## src/rtl/bitsync_pkg.sv

```systemverilog
// bitsync_pkg: shared state encodings and default loop-qualification constants
package bitsync_pkg;

    typedef enum logic [2:0] {
        ST_IDLE    = 3'd0,
        ST_ACQUIRE = 3'd1,
        ST_VERIFY  = 3'd2,
        ST_LOCKED  = 3'd3
    } state_t;

    localparam int DEF_WIN_BITS     = 16;
    localparam int DEF_ACQ_MAX_ERR  = 4;
    localparam int DEF_LOCK_MAX_ERR = 2;
    localparam int DEF_LOCK_WINS    = 4;
    localparam int DEF_LOSS_WINS    = 2;
    localparam int DEF_TIMEOUT      = 128;
    localparam int DEF_ERR_W        = 8;

endpackage

```

## src/rtl/bitsync_edge_det.sv

```systemverilog
// bitsync_edge_det: single-bit rising-edge detector with synchronous reset
module bitsync_edge_det (
    input  logic clk,
    input  logic rstn,
    input  logic d,
    output logic rise
);

    logic d_q;

    // one-cycle history of the input; cleared on reset
    always_ff @(posedge clk) d_q <= rstn ? 1'b0 : d;

    assign rise = d & ~d_q;

endmodule

```

## src/rtl/bitsync_lock_ctrl.sv

```systemverilog
// bitsync_lock_ctrl: window-based acquisition/lock qualifier for the bit synchronizer
module bitsync_lock_ctrl
    import bitsync_pkg::*;
#(
    parameter int WIN_BITS     = DEF_WIN_BITS,
    parameter int ACQ_MAX_ERR  = DEF_ACQ_MAX_ERR,
    parameter int LOCK_MAX_ERR = DEF_LOCK_MAX_ERR,
    parameter int LOCK_WINS    = DEF_LOCK_WINS,
    parameter int LOSS_WINS    = DEF_LOSS_WINS,
    parameter int TIMEOUT      = DEF_TIMEOUT,
    parameter int ERR_W        = DEF_ERR_W
) (
    input  logic             clk,
    input  logic             rstn,
    input  logic             enable,
    input  logic             syn_in,
    input  logic             pd_before,
    input  logic             pd_after,
    output logic             lock,
    output logic             lock_lost,
    output logic             bit_strobe,
    output logic [2:0]       state,
    output logic [ERR_W-1:0] err_last
);

    localparam int BIT_W  = $clog2(WIN_BITS + 1);
    localparam int IDLE_W = $clog2(TIMEOUT + 1);
    localparam int GOOD_W = $clog2(LOCK_WINS + 1);
    localparam int BAD_W  = $clog2(LOSS_WINS + 1);
    localparam logic [ERR_W-1:0] ERR_MAX = '1;

    state_t             state_q, state_n;
    logic [BIT_W-1:0]   bit_cnt, bit_n;
    logic [ERR_W-1:0]   err_cnt, err_n, err_total, err_last_n;
    logic [IDLE_W-1:0]  idle_cnt, idle_n;
    logic [GOOD_W-1:0]  good_cnt, good_n, good_inc;
    logic [BAD_W-1:0]   bad_cnt, bad_n, bad_inc;
    logic               tick, ev_before, ev_after, corr;
    logic               close, timeout, acq_ok, win_ok, lost_n;

    bitsync_edge_det u_syn (.clk(clk), .rstn(rstn), .d(syn_in),    .rise(tick));
    bitsync_edge_det u_bef (.clk(clk), .rstn(rstn), .d(pd_before), .rise(ev_before));
    bitsync_edge_det u_aft (.clk(clk), .rstn(rstn), .d(pd_after),  .rise(ev_after));

    assign corr      = ev_before | ev_after;
    assign err_total = (corr && err_cnt != ERR_MAX) ? err_cnt + 1'b1 : err_cnt;
    assign close     = tick && bit_cnt == BIT_W'(WIN_BITS - 1);
    assign timeout   = !tick && idle_cnt == IDLE_W'(TIMEOUT - 1);
    assign acq_ok    = err_total <= ERR_W'(ACQ_MAX_ERR);
    assign win_ok    = err_total <= ERR_W'(LOCK_MAX_ERR);
    assign good_inc  = good_cnt + 1'b1;
    assign bad_inc   = bad_cnt + 1'b1;
    assign state     = state_q;

    // next-state, counter updates and lock-loss detection; counters default to cleared
    always_comb begin
        state_n    = state_q;
        bit_n      = '0;
        err_n      = '0;
        idle_n     = '0;
        good_n     = '0;
        bad_n      = '0;
        err_last_n = err_last;
        lost_n     = 1'b0;
        if (!enable) begin
            state_n = ST_IDLE;
        end else if (state_q == ST_IDLE) begin
            state_n = ST_ACQUIRE;
        end else if (timeout) begin
            state_n = ST_ACQUIRE;
            lost_n  = state_q == ST_LOCKED;
        end else begin
            idle_n = tick ? '0 : idle_cnt + 1'b1;
            bit_n  = close ? '0 : bit_cnt + BIT_W'(tick);
            err_n  = close ? '0 : err_total;
            good_n = good_cnt;
            bad_n  = bad_cnt;
            if (close) begin
                err_last_n = err_total;
                if (state_q == ST_ACQUIRE) begin
                    state_n = acq_ok ? ST_VERIFY : ST_ACQUIRE;
                    good_n  = acq_ok ? GOOD_W'(1) : '0;
                end else if (state_q == ST_VERIFY) begin
                    state_n = !win_ok ? ST_ACQUIRE :
                              (good_inc == GOOD_W'(LOCK_WINS)) ? ST_LOCKED : ST_VERIFY;
                    good_n  = (win_ok && good_inc != GOOD_W'(LOCK_WINS)) ? good_inc : '0;
                end else if (state_q == ST_LOCKED) begin
                    state_n = (!win_ok && bad_inc == BAD_W'(LOSS_WINS)) ? ST_ACQUIRE : ST_LOCKED;
                    bad_n   = (!win_ok && bad_inc != BAD_W'(LOSS_WINS)) ? bad_inc : '0;
                    lost_n  = !win_ok && bad_inc == BAD_W'(LOSS_WINS);
                end
            end
        end
    end

    // state, counters and registered outputs
    always_ff @(posedge clk) begin
        if (rstn) begin
            state_q    <= ST_IDLE;
            bit_cnt    <= '0;
            err_cnt    <= '0;
            idle_cnt   <= '0;
            good_cnt   <= '0;
            bad_cnt    <= '0;
            err_last   <= '0;
            lock       <= 1'b0;
            lock_lost  <= 1'b0;
            bit_strobe <= 1'b0;
        end else begin
            state_q    <= state_n;
            bit_cnt    <= bit_n;
            err_cnt    <= err_n;
            idle_cnt   <= idle_n;
            good_cnt   <= good_n;
            bad_cnt    <= bad_n;
            err_last   <= err_last_n;
            lock       <= state_n == ST_LOCKED;
            lock_lost  <= lost_n;
            bit_strobe <= tick && state_q == ST_LOCKED;
        end
    end

endmodule

```

## config.mk

```make
export PLATFORM = sky130hd
export DESIGN_NAME = bitsync_lock_ctrl
export DESIGN_NICKNAME = d
export VERILOG_FILES = /design/src/rtl/bitsync_pkg.sv /design/src/rtl/bitsync_edge_det.sv /design/src/rtl/bitsync_lock_ctrl.sv
export SDC_FILE = /design/constraint.sdc
export NUM_CORES = 1
export LEC_CHECK = 0
export BUFFER_PORTS_ARGS = -buffer_cell sky130_fd_sc_hd__clkbuf_2
export CELL_PAD_IN_SITES_DETAIL_PLACEMENT = 2
export CELL_PAD_IN_SITES_GLOBAL_PLACEMENT = 2
export CORE_AREA = 4 4 86 88
export DETAILED_ROUTE_END_ITERATION = 8
export DIE_AREA = 0 0 90 92
export PLACE_DENSITY = 0.73
export SLEW_MARGIN = 20
export SYNTH_ARGS = -nofsm -noshare
export SYNTH_HDL_FRONTEND = slang
export SYNTH_HIERARCHICAL = 1
export SYNTH_SLANG_ARGS = --single-unit
```

## constraint.sdc

```tcl
create_clock -name clk -period 2.15 [get_ports clk]
set_clock_uncertainty 0.1 [all_clocks]
set_input_delay 0.43 -clock clk [delete_from_list [all_inputs] [get_ports clk]]
set_output_delay 0.43 -clock clk [all_outputs]
set_load 0.05 [all_outputs]
```

## After elaboration in Yosys (flattened, before gate mapping)

Cells that the tools add are included.

| cells by class | value |
|---|---|
| add/subtract/negate cells | 5 |
| magnitude comparators | 2 |
| eq/ne operators | 11 |
| mux-type cells | 22 |
| bitwise logic cells | 12 |
| reduce and logical (&&, ||, !) cells | 18 |

Operators by type and width:

| cell | number |
|---|---|
| 3-bit 2-to-1 mux | 10 |
| 8-bit by 1-bit adder with 8-bit output (second input constant) | 2 |
| 5-bit OR reduction | 2 |
| 3-bit by 2-bit == test with 1-bit output (second input constant) | 3 |
| 8-bit by 7-bit == test with 1-bit output (second input constant) | 1 |
| 8-bit by 2-bit <= comparator with 1-bit output (second input constant) | 1 |
| 8-bit by 3-bit <= comparator with 1-bit output (second input constant) | 1 |
| 2-bit 2-to-1 mux | 4 |
| 8-bit 2-to-1 mux | 1 |
| 8-bit inequality test (second input constant) | 1 |
| 1-bit NOT | 8 |
| 4-bit AND reduction | 2 |
| 1-bit logical AND | 7 |
| 1-bit 2-to-1 mux | 7 |
| 5-bit by 1-bit adder with 5-bit output | 1 |
| 5-bit by 4-bit == test with 1-bit output (second input constant) | 1 |
| 4-bit OR reduction | 1 |
| 3-bit by 1-bit adder with 3-bit output (second input constant) | 1 |
| 1-bit AND | 3 |
| 3-bit by 1-bit == test with 1-bit output (second input constant) | 1 |
| 3-bit == test (second input constant) | 1 |
| 3-bit logical NOT | 1 |
| 3-bit inequality test (second input constant) | 1 |
| 3-bit OR reduction | 1 |
| other kinds (7) | 8 |

| storage, ports and cells | value |
|---|---|
| flip-flop bits (word level) | 43 |
| input port bits | 6 |
| output and inout bits | 14 |
| logic and storage cells | 83 |

## Logic depth before layout (Yosys ltp)

| logic depth | value |
|---|---|
| word-level depth | 17 |
| depth in mapped cells | 9 |
| depth with buffers taken out | 8 |

## Modules after synthesis

The synthesis kept the hierarchy.

Modules (own cells, without submodules):

| module | times used | cells an instance | area each (um2) | seq. area each (um2) |
|---|---|---|---|---|
| bitsync_lock_ctrl | 1 | 227 | 1923.1 | 800.8 |
| bitsync_edge_det | 3 | 3 | 47.5 | 20.0 |

## Worst setup path after synthesis

Ideal clock, no wire load.

| timing path | value |
|---|---|
| path type | in2reg |
| from | input pd_after |
| to | register bad_cnt[0] |
| data arrival time | 2.098 ns |
| slack | -0.118 ns |
| stages on the path | 8 |
| cell sequence | nor2b_4 o211a_1 o211a_1 o2bb2a_1 and4_4 and2_4 or4_1 a21oi_1 |

| on the way | value |
|---|---|
| cells in the longest elaborated chain, start to end | 8 |

RTL lines:

| what | line | text |
|---|---|---|
| from (decl) | bitsync_lock_ctrl.sv:18 | `input logic pd_after,` |
| 1-bit AND | bitsync_edge_det.sv:14 | `assign rise = d & ~d_q;` |
| 1-bit bitwise OR | bitsync_lock_ctrl.sv:45 | `assign corr = ev_before \| ev_after;` |
| 1-bit logical AND | bitsync_lock_ctrl.sv:46 | `assign err_total = (corr && err_cnt != ERR_MAX) ? err_cnt + 1'b1 : err_cnt;` |
| 8-bit 2-to-1 mux | bitsync_lock_ctrl.sv:46 |  |
| 8-bit by 2-bit <= comparator with 1-bit output | bitsync_lock_ctrl.sv:50 | `assign win_ok = err_total <= ERR_W'(LOCK_MAX_ERR);` |
| 1-bit logical NOT | bitsync_lock_ctrl.sv:89 | `bad_n = (!win_ok && bad_inc != BAD_W'(LOSS_WINS)) ? bad_inc : '0;` |
| 1-bit logical AND | bitsync_lock_ctrl.sv:89 |  |
| 2-bit 2-to-1 mux | bitsync_lock_ctrl.sv:89 |  |
| to (signal assigned) | bitsync_lock_ctrl.sv:115 | `bad_cnt <= bad_n;` |
| to (decl) | bitsync_lock_ctrl.sv:37 | `logic [BAD_W-1:0] bad_cnt, bad_n, bad_inc;` |

Every way passes these cells.
A chain may end at the register's enable or synchronous reset.

## Final worst setup path

| timing path | value |
|---|---|
| from | register err_cnt[0] |
| to | register bad_cnt[1] |

| on the way | value |
|---|---|
| cells in the longest elaborated chain, start to end | 7 |
| elaborated cells between the ends (all ways) | 8 |
| classes of those cells | add/sub: 1; order compare: 1; eq/ne: 1; mux: 2; reduce/logical: 3 |

RTL lines:

| what | line | text |
|---|---|---|
| from (decl) | bitsync_lock_ctrl.sv:34 | `logic [ERR_W-1:0] err_cnt, err_n, err_total, err_last_n;` |
| from (signal assigned) | bitsync_lock_ctrl.sv:112 | `err_cnt <= err_n;` |
| branches (longest 2 deep; another with 8-bit by 1-bit adder with 8-bit output) | n/a |  |
| 8-bit 2-to-1 mux * | bitsync_lock_ctrl.sv:46 |  |
| 8-bit by 2-bit <= comparator with 1-bit output * | bitsync_lock_ctrl.sv:50 |  |
| 1-bit logical NOT * | bitsync_lock_ctrl.sv:89 |  |
| 1-bit logical AND * | bitsync_lock_ctrl.sv:89 |  |
| 2-bit 2-to-1 mux * | bitsync_lock_ctrl.sv:89 |  |

Mark *: on every way between the ends.

==> metrics.cfg <==
[die]
rows = 30
die_boundary_height_um = 92
initial_core_util = 0.311
dieArea_um2 = 8280
dieWidth_um = 90
ios = 20
core_region_area_um2 = 6640

[placement]
routability_congestion_estimate = 0.850
post_dp_cell_area_um2 = 2490
placement.io_buffers = 19
dp_cells = 360
detailed_place_hpwl_mm = 4.67

[yosys]
ys_async_sr_fraction = 0
synth_nets = 249
post_synth_num_cell_types = 51
synth_register_bits = 43
synth.yosys.warnings = 6
ys.flop_type = sky130_fd_sc_hd__dfxtp_1
postSynthCellCount = 236
synth_enable_flop_cells = 0
synth_area_um2 = 2070
sequential_share_of_the_synthesized_area = 0.417
synth.avg_cell_area_um2 = 8.75

[clock_network]
clock_latency_ps = 290
clock_sinks = 43
cts.path.max_buffers = 2
cts-hold-fix-buffers = 0
cts_tree = done
worst_setup_hold_path_clk_slew_ps = 80
htreeDepth = 2
clock-root-buffer = sky130_fd_sc_hd__clkbuf_8
cts-buffers-inserted = 5

[power]
switching_share = 0.233
leakage_uw = 0.00109
irDropWorstVdd_uv = 278
share_comb_of_total_power = 0.057
clkPwrFrac = 0.375
intPower_uw = 1090
share_seq_of_total_power = 0.568
p_per_area_nw_per_um2 = 523
total_switching_power_uw = 330

[global_routing]
grt_antenna_before_repair = 0
grt_max_degree = 14
first_global_vias = 2151
grt_first_pass_wirelength_mm = 10.6
overflow = 0
grt_use_total = 0.157

[route]
vias_per_cell = 5.14
drt_first_pass_iters = 4
drc = 0
detail_route.wl_per_cell_um = 16.8
num_vias = 1923
antenna_viol_nets_final = 0
dr.first_iter.drc_count = 50
detail_route.wirelength_mm = 6.30

[timing]
achievable-frequency_ghz = 0.455
setup_ws_ps = -45.7
final_hold_violation_count = 0
layout_min_cycle_time_ps = 2200
timing.hold.ws_ps = 278
fin_crit_sh = 1.02
timing_worst_slew_pin_value_ps = 498
max-slew-margin-rel = 0.663
finalSetupViolations = 4
rsz0062_at_grt = yes
report.final.slew_viol_count = 0
timing.setup.tns_ps = -112

[setup_path]
critical_path.cell_chain = ha_4 -> and3_1 -> a311oi_2 -> xnor2_1 -> and4_4 -> and2_4 -> or4_4 -> a21oi_2
worst_path_bufs_invs = 0
kind_of_capture_point_of_the_worst_setup_path = flip-flop
crit_required_ps = 2280
crit_end = bad_cnt[1]$_SDFFE_PP0P_
critPathLaunch = err_cnt[0]$_SDFF_PP0_
rr_endpoint = bad_cnt[1]$_SDFFE_PP0P_
worst_path_dominant_cell_family = simple AND/OR/NAND/NOR gates
timing.critical_path.slowest_cell_delay_ps = 480
path_depth = 8
critPathArrivalTime_ps = 2330
worst_path_slowest_cell = sky130_fd_sc_hd__or4_4
r2r_setup_slack_ps = -50
critPathKind = reg2reg
cp_max_fo = 6
timing.reg2reg.worst_path_depth = 8
start_kind = flip-flop
r2r-start = err_cnt[0]$_SDFF_PP0_

[finish]
antenna_cells_inserted = 0
area_growth_pct = 31.4
postLayoutCellArea_um2 = 2710
finish.net_count = 307
post_route_cells_drive_above_1_share = 0.340
final-seq-area_um2 = 867
layout_filler_cell_count = 762
post_route_non_filler_standard_cell_count = 374
multi_input_area_um2 = 1220

[outcome]
status = finished with violations
violations = negative setup slack

[flow_run]
drv_cap = 0

[hold_path]
hold_start = pd_before
hold_path_class = in2reg

## layout by cell type, fill, tap and decap left out, types with 3 or more instances in the layout
| cell type | netlist | layout |
|---|---|---|
| sky130_fd_sc_hd__dfxtp_2 | 0 | 5 |
| sky130_fd_sc_hd__nor3_1 | 8 | 8 |
| sky130_fd_sc_hd__inv_1 | 11 | 11 |
| sky130_fd_sc_hd__clkbuf_2 | 0 | 19 |
| sky130_fd_sc_hd__nand3_1 | 13 | 13 |
| sky130_fd_sc_hd__and3_1 | 4 | 4 |
| sky130_fd_sc_hd__nand2_1 | 16 | 16 |
| sky130_fd_sc_hd__xnor2_1 | 6 | 6 |
| sky130_fd_sc_hd__dfxtp_1 | 43 | 38 |
| sky130_fd_sc_hd__a21oi_2 | 0 | 5 |
| sky130_fd_sc_hd__clkbuf_8 | 0 | 6 |
| sky130_fd_sc_hd__nor2b_4 | 6 | 6 |
| sky130_fd_sc_hd__a21oi_1 | 13 | 8 |
| sky130_fd_sc_hd__nand2b_1 | 3 | 3 |
| sky130_fd_sc_hd__nor2_1 | 38 | 38 |
| sky130_fd_sc_hd__buf_4 | 0 | 40 |
| sky130_fd_sc_hd__a211oi_1 | 4 | 4 |
| sky130_fd_sc_hd__nand4_1 | 3 | 3 |
| sky130_fd_sc_hd__xor2_1 | 7 | 7 |
| sky130_fd_sc_hd__ha_1 | 7 | 6 |
## power by group through the flow
| stage | Clock, uW | Sequential, uW | Combinational, uW |
|---|---|---|---|
| floorplan | 0 | 827 | 41.0 |
| global placement | 0 | 825 | 74.2 |
| detailed placement | 0 | 826 | 76.4 |
| CTS | 553 | 807 | 78.3 |
| global route | 586 | 808 | 90.5 |
| finish | 533 | 807 | 81.0 |
## sequential cells by signal, summed over array words and instances (netlist names)
register,cells
lock,1
bit_strobe,1
lock_lost,1
u_aft/d_q,1
state,3
bit_cnt,5
err_cnt,8
u_bef/d_q,1
good_cnt,3
idle_cnt,8
u_syn/d_q,1
err_last,8
bad_cnt,2
## metal layers
layer	GRT usage	routed length, um	vias to the layer above
met5	0	0	-
met4	0.0395	56	0
met3	0.0295	195	6
met2	0.275	3210	22
met1	0.199	2830	955
li1	-	-	940
## per-stage QoR
step / setup WS [ps] / total power, uW / utilization
4_1_cts: -38.4 / 1440 / 0.399
2_1_floorplan: -22.3 / 868 / -
3_5_place_dp: -282 / 902 / 0.375
6_report: -45.7 / 1420 / 0.408
3_3_place_gp: -206 / 899 / 0.375
5_1_grt: -137 / 1480 / 0.408
## cells in the mapped netlist (2+ instances only)
master | instances | area, um2
sky130_fd_sc_hd__a211oi_1 | 4 | 30.0
sky130_fd_sc_hd__a21oi_1 | 13 | 65.1
sky130_fd_sc_hd__a31oi_1 | 2 | 12.5
sky130_fd_sc_hd__and3_1 | 4 | 25.0
sky130_fd_sc_hd__and4_1 | 2 | 17.5
sky130_fd_sc_hd__clkbuf_1 | 8 | 30.0
sky130_fd_sc_hd__dfxtp_1 | 43 | 861
sky130_fd_sc_hd__ha_1 | 7 | 87.6
sky130_fd_sc_hd__inv_1 | 11 | 41.3
sky130_fd_sc_hd__mux2i_1 | 3 | 30.0
sky130_fd_sc_hd__nand2_1 | 16 | 60.1
sky130_fd_sc_hd__nand2b_1 | 3 | 18.8
sky130_fd_sc_hd__nand3_1 | 13 | 65.1
sky130_fd_sc_hd__nand4_1 | 3 | 18.8
sky130_fd_sc_hd__nor2_1 | 38 | 143
sky130_fd_sc_hd__nor2b_4 | 6 | 82.6
sky130_fd_sc_hd__nor3_1 | 8 | 40.0
sky130_fd_sc_hd__nor3b_1 | 2 | 15.0
sky130_fd_sc_hd__nor4b_1 | 2 | 17.5
sky130_fd_sc_hd__o211a_1 | 2 | 20.0
sky130_fd_sc_hd__o21ai_0 | 3 | 15.0
sky130_fd_sc_hd__or3_1 | 2 | 12.5
sky130_fd_sc_hd__or4_1 | 2 | 15.0
sky130_fd_sc_hd__xnor2_1 | 6 | 52.6
sky130_fd_sc_hd__xor2_1 | 7 | 61.3
## layout make-up
| class | instances | share of cell area |
|---|---|---|
| clock inverters | 1 | 0.00184 |
| inverters | 11 | 0.0152 |
| well taps | 80 | 0.0369 |
| multi-input cells | 174 | 0.450 |
| clock buffers | 6 | 0.0304 |
| flip-flops and latches | 43 | 0.320 |
| repair buffers | 59 | 0.146 |
## repair_timing
action,4_1_cts,5_1_grt
setup endpoints to repair,9,9
resized for setup,10,12
pin swaps,8,12
setup buffers,5,2
## how the worst min path moves through the flow
stage,depth (start not counted),endpoint
floorplan,1,idle_cnt[0]$_SDFF_PP0_
global placement,2,bad_cnt[1]$_SDFFE_PP0P_
detailed placement,2,err_last[2]$_SDFFE_PP0P_
CTS,2,u_bef/d_q$_SDFF_PP0_
global route,2,u_bef/d_q$_SDFF_PP0_
finish,2,u_bef/d_q$_SDFF_PP0_
## cell families (layout without fill, tap and decap cells)
| group | Yosys count | in the layout | share of synthesized area |
|---|---|---|---|
| XOR/XNOR | 13 | 13 | 0.0551 |
| AND/OR/NAND/NOR | 114 | 114 | 0.311 |
| AO/OA/AOI/OAI | 37 | 37 | 0.125 |
| buffers and inverters | 19 | 77 | 0.0345 |
| adder cells (fa/ha/maj) | 7 | 7 | 0.0424 |
| flip-flops | 43 | 43 | 0.417 |
| multiplexers | 3 | 3 | 0.0145 |
(Power assumes the default switching activity.)
